--- config.mk ---
export PLATFORM = sky130hd
export DESIGN_NAME = noc_arbiter
export DESIGN_NICKNAME = d
export VERILOG_FILES = /design/src/rtl/noc_pkg.sv /design/src/rtl/noc_rr_picker.sv /design/src/rtl/noc_arbiter.sv
export SDC_FILE = /design/constraint.sdc
export NUM_CORES = 1
export LEC_CHECK = 0
export ABC_CLOCK_PERIOD_IN_PS = 4600
export CORE_ASPECT_RATIO = 0.9
export CORE_MARGIN = 4
export CORE_UTILIZATION = 44
export CTS_CLUSTER_DIAMETER = 30
export DETAILED_ROUTE_END_ITERATION = 10
export GPL_ROUTABILITY_DRIVEN = 1
export PLACE_DENSITY = 0.78
export SLEW_MARGIN = 20
export SYNTH_ARGS = -nofsm -noshare
export SYNTH_HDL_FRONTEND = slang
export SYNTH_SLANG_ARGS = --single-unit
--- constraint.sdc ---
create_clock -name clk -period 4.6 [get_ports clk]
set_input_delay 0.46 -clock clk [delete_from_list [all_inputs] [get_ports clk]]
set_output_delay 0.46 -clock clk [all_outputs]
set_load 0.05 [all_outputs]
--- src/rtl/noc_pkg.sv ---
// Shared codes for the NoC output-port arbiter: flit types, one-hot grant
// states and input-port indices.
package noc_pkg;
  localparam int NUM_PORTS = 5;

  localparam logic [2:0] HEADER  = 3'b001;
  localparam logic [2:0] PAYLOAD = 3'b010;
  localparam logic [2:0] TAIL    = 3'b011;

  localparam logic [2:0] L = 3'd0;
  localparam logic [2:0] N = 3'd1;
  localparam logic [2:0] E = 3'd2;
  localparam logic [2:0] S = 3'd3;
  localparam logic [2:0] W = 3'd4;

  typedef enum logic [5:0] {
    IDLE  = 6'b000001,
    GNT_L = 6'b000010,
    GNT_N = 6'b000100,
    GNT_E = 6'b001000,
    GNT_S = 6'b010000,
    GNT_W = 6'b100000
  } state_e;

  function automatic state_e gnt_of(input logic [2:0] p);
    case (p)
      L:       return GNT_L;
      N:       return GNT_N;
      E:       return GNT_E;
      S:       return GNT_S;
      W:       return GNT_W;
      default: return IDLE;
    endcase
  endfunction

  function automatic logic [2:0] port_of(input state_e s);
    case (s)
      GNT_N:   return N;
      GNT_E:   return E;
      GNT_S:   return S;
      GNT_W:   return W;
      default: return L;
    endcase
  endfunction
endpackage

--- src/rtl/noc_rr_picker.sv ---
// Combinational round-robin picker: scans requests starting just after
// `last`, so the last-served port is considered last.
module rr_picker
  import noc_pkg::*;
(
  input  logic [NUM_PORTS-1:0] req,
  input  logic [2:0]           last,
  output logic [2:0]           win,
  output logic                 vld
);
  logic [3:0] sum;
  logic [2:0] idx;

  // Walk the scan order backwards so the earliest requester overwrites last.
  always_comb begin
    win = '0;
    vld = 1'b0;
    sum = '0;
    idx = '0;
    for (int i = NUM_PORTS; i >= 1; i--) begin
      sum = {1'b0, last} + 4'(i);
      idx = (sum >= 4'(NUM_PORTS)) ? 3'(sum - 4'(NUM_PORTS)) : sum[2:0];
      if (req[idx]) begin
        win = idx;
        vld = 1'b1;
      end
    end
  end
endmodule

--- src/rtl/noc_arbiter.sv ---
// NoC router output-port arbiter: round-robin over five input buffers,
// holding each grant until TAIL or a length-based timeout.
module noc_arbiter
  import noc_pkg::*;
#(
  parameter int FLIT_ID_W = 3,
  parameter int LEN_W     = 12,
  parameter int STATE_W   = 6
) (
  input  logic                 clk,
  input  logic                 rst,
  input  logic [FLIT_ID_W-1:0] Lflit_id,
  input  logic [FLIT_ID_W-1:0] Nflit_id,
  input  logic [FLIT_ID_W-1:0] Eflit_id,
  input  logic [FLIT_ID_W-1:0] Wflit_id,
  input  logic [FLIT_ID_W-1:0] Sflit_id,
  input  logic [LEN_W-1:0]     Llength,
  input  logic [LEN_W-1:0]     Nlength,
  input  logic [LEN_W-1:0]     Elength,
  input  logic [LEN_W-1:0]     Wlength,
  input  logic [LEN_W-1:0]     Slength,
  input  logic                 Lreq,
  input  logic                 Nreq,
  input  logic                 Ereq,
  input  logic                 Wreq,
  input  logic                 Sreq,
  output logic [STATE_W-1:0]   nextstate
);
  state_e               state, state_n;
  logic [2:0]           last_served, last_n, pick_last, cur, win;
  logic [LEN_W-1:0]     cnt, cnt_n, len_eff;
  logic [NUM_PORTS-1:0] req_v;
  logic [FLIT_ID_W-1:0] flit_v [NUM_PORTS];
  logic [LEN_W-1:0]     len_v  [NUM_PORTS];
  logic                 vld, release_x;

  assign req_v     = {Wreq, Sreq, Ereq, Nreq, Lreq};
  assign flit_v    = '{Lflit_id, Nflit_id, Eflit_id, Sflit_id, Wflit_id};
  assign len_v     = '{Llength, Nlength, Elength, Slength, Wlength};
  assign nextstate = STATE_W'(state);

  assign cur     = port_of(state);
  assign len_eff = (len_v[cur] == '0) ? LEN_W'(1) : len_v[cur];
  // Extra bit keeps cnt+1 from wrapping when cnt is saturated.
  assign release_x = (flit_v[cur] == FLIT_ID_W'(TAIL)) ||
                     (({1'b0, cnt} + 1'b1) >= {1'b0, len_eff});

  // On release the current port becomes last-served in the same cycle,
  // so back-to-back grants already rotate past it.
  assign pick_last = (state == IDLE) ? last_served : cur;

  rr_picker u_pick (
    .req  (req_v),
    .last (pick_last),
    .win  (win),
    .vld  (vld)
  );

  always_ff @(posedge clk or negedge rst) begin
    if (!rst) begin
      state       <= IDLE;
      last_served <= W;
      cnt         <= '0;
    end else begin
      state       <= state_n;
      last_served <= last_n;
      cnt         <= cnt_n;
    end
  end

  always_comb begin
    state_n = state;
    last_n  = last_served;
    cnt_n   = cnt;
    if (state == IDLE) begin
      if (vld) begin
        state_n = gnt_of(win);
        cnt_n   = '0;
      end
    end else if (release_x) begin
      last_n  = cur;
      cnt_n   = '0;
      state_n = vld ? gnt_of(win) : IDLE;
    end else begin
      cnt_n = (&cnt) ? cnt : cnt + 1'b1;
    end
  end
endmodule

==> results of run 1 <==
==> state kept, by name, summed over array words and instances (netlist names) <==
name and count:
cnt 12, last_served 3, nextstate 6
==> report_power, final <==
group,internal (W),switching (W),total (W)
sequential,0.000236,0.0000706,0.000306
clock,0.0000614,0.0000674,0.000129
combinational,0.00103,0.00129,0.00232
==> routing by layer <==
layer	vias to the layer above	global-route usage, %	routed length [um]
li1	1627	-	-
met1	1619	36.4	4590
met2	183	37.0	4470
met3	16	7.19	1210
met4	0	4.59	115
met5	-	0	0
==> logic make-up after synthesis <==
| kind of cell | after synthesis | synth area share, % |
|---|---|---|
| buffers and inverters | 34 | 4.70 |
| adders and majority gates | 24 | 10.3 |
| AOI/OAI and AO/OA | 128 | 30.7 |
| DFF | 21 | 17.7 |
| muxes | 27 | 9.83 |
| xor gates and xnor gates | 17 | 5.00 |
| and+or+nand+nor | 123 | 21.7 |
==> cells in the final DEF, fill, tap and decap left out, types with 3 or more instances in the layout <==
| cell | n |
|---|---|
| a211o_1 | 3 |
| a211oi_1 | 14 |
| a21o_1 | 8 |
| a21oi_1 | 24 |
| a21oi_2 | 6 |
| a31oi_1 | 3 |
| a32o_1 | 14 |
| and2_1 | 3 |
| and3_1 | 7 |
| buf_4 | 24 |
| clkbuf_8 | 3 |
| clkdlybuf4s50_1 | 87 |
| dfrtp_1 | 16 |
| dfrtp_2 | 3 |
| ha_1 | 23 |
| inv_1 | 10 |
| mux2_2 | 7 |
| mux2i_1 | 18 |
| nand2_1 | 31 |
| nand2b_1 | 3 |
| nand3_1 | 14 |
| nand4_1 | 5 |
| nor2_1 | 26 |
| nor2b_1 | 7 |
| nor3_1 | 8 |
| nor3b_1 | 3 |
| o211ai_1 | 8 |
| o21ai_0 | 10 |
| o21ai_1 | 5 |
| o22ai_1 | 12 |
| or3_1 | 3 |
| xnor2_1 | 11 |
| xor2_1 | 6 |
==> worst max-delay path, stage by stage (launching register included) <==
cell      delay, ps
dfrtp_2         520
xor2_1          320
o21ai_0         120
nor2_1          100
buf_4           210
o22ai_1         120
a211oi_1        360
a21oi_1         110
nand4_1          90
nor2_1           50
nand4_1          80
o211ai_1        100
ha_1            280
nand2b_1        140
a21o_1          170
a21o_1          160
a21o_1          170
a21oi_1         150
o211ai_1        120
a21oi_2         210
buf_6           210
a21oi_1         100
mux2_2          280
==> worst paths after layout <==
check | start | end | slack, ps
worst min-delay path | last_served[1]$_DFFE_PN0P_ | last_served[1]$_DFFE_PN0P_ | 520
min in group asynchronous | rst | cnt[3]$_DFFE_PN0P_ | 710
worst max-delay path | nextstate[3]$_DFFE_PN0P_ | last_served[0]$_DFFE_PN0P_ | 300
worst min register to register | last_served[1]$_DFFE_PN0P_ | last_served[1]$_DFFE_PN0P_ | 520
max in group asynchronous | rst | nextstate[4]$_DFFE_PN0P_ | 3260
worst max register to register | nextstate[3]$_DFFE_PN0P_ | last_served[0]$_DFFE_PN0P_ | 300
==> area by class of cell <==
cell class | count | area (sq um)
clock buffer | 3 | 41.3
inverter | 12 | 45.0
fill | 564 | 2410
timing repair buffer | 114 | 1090
sequential | 21 | 532
tap | 90 | 113
multi-input combinational | 319 | 2350
clock inverter | 1 | 7.51
==> repair_timing <==
action	in CTS	in global routing
gates resized for setup	0	10
setup buffers	0	4
setup endpoints to repair	0	21
==> per-stage QoR <==
stage | setup TNS (ps) | worst slack [ps] | area, sq um | hold slack (ps) | std cells
finish | 0 | 302 | 4180 | 516 | 560
floorplan | 0 | 1.39 | 2990 | 164 | 374
global placement | 0 | 148 | 4050 | 499 | 552
detailed placement | 0 | 33.4 | 4050 | 507 | 552
global route | -10.3 | -9.06 | 4180 | 555 | 560
CTS | 0 | 14.9 | 4100 | 522 | 556
==> impl_metrics.tcl, run 1 <==
set metrics [dict create \
    status "finished clean" \
    min_path_type "reg2reg" \
    layout_min_cycle_time_ps 4300 \
    yosysUniqueCellTypes 64 \
    grt_antenna_before_repair 0 \
    ys_seq_elements 21 \
    synth_top_area_share_pct 16.0 \
    first_global_vias 3234 \
    ir_drop_uv 390 \
    layout-drive-gt1-share_pct 13.4 \
    fin_total_pwr_w 0.00276 \
    gp_congestion 0.985 \
    crit_required_ps 4760 \
    power_density_mw_per_mm2 659 \
    vias 3445 \
    io_pins 88 \
    synthTopCellsByArea "dfrtp_1 16%, ha_1 9.7%, mux2i_1 6.0%, a21oi_1 5.0%, a32o_1 4.7%" \
    clk_pin_slew_ps 80 \
    cts_buffers 3 \
    grt_start_max_net_pins 27 \
    synthCells 374 \
    finalCoreUtilization_pct 63.5 \
    start_kind "register" \
    ys_async_sr_fraction_pct 100 \
    grt_overflow 0 \
    die_h_um 86.1 \
    drcViolationCount 0 \
    worst_pin_slew_ps 930 \
    skew_ps 2.29 \
    relSlewSlack_pct 37.8 \
    grt_pass1_wl_um 16400 \
    tritoncts "done" \
    crit_fanout 18 \
    n_antenna_cell 0 \
    yosys-top-cells-count "31 x nand2_1, 30 x a21oi_1, 26 x nor2_1" \
    synthFlopType "dfrtp_1" \
    fmax_mhz 233 \
    yosysSeqAreaShare_pct 17.7 \
    hold_buffers 0 \
    arrival_ps 4460 \
    hold-path-cell-count 1 \
    finalSetupViolations 0 \
    drtIter0Drc 279 \
    r2r.worst_path.cells 22 \
    synth_edf_count 0 \
    cp-end-kind "register" \
    cts_root_buf "clkbuf_8" \
    area_growth_pct 40.3 \
    crit_type "reg2reg" \
    drt_wl_total_um 10400 \
    wl_per_cell_um 18.6 \
    leakagePower_nw 1.68 \
    drv_slew 0 \
    start_util_pct 45.2 \
    yosysWarnings 0 \
    clock_latency_ps 270 \
    grt_util_all_layers_pct 25.0 \
    antenna_left 0 \
    dp_hpwl_um 8090 \
    rows 28 \
    fin_nets 577 \
    yosysMostFrequentCell "nand2_1" \
    yosys.area.top_type "dfrtp_1" \
    core_area_sq_mm 0.00659 \
    maxCapViolCount 0 \
    htreeDepth 1 \
    synthesis.area_sq_mm 0.00298 \
    fin_crit_sh_pct 93.4 \
    firstDrtPassIters 5 \
    cts_sinks 21 \
    dieArea_sq_mm 0.00815 \
    clockBufferDepth 2 \
    routed_via_density 6.15 \
    syn_area_per_cell_sq_um 7.97 \
    syn_nets 480 \
    finalHoldViolations 0 \
    numPortBuffers 87 \
    die_width_um 94.7 \
]
Power figures use the tool's default switching activity.
==> run 2, diff against run 1 <==
Settings changed: TNS_END_PERCENT set to 10.
==> results of run 2 <==
Final layout, timing and power as in run 1 (identical DEF).
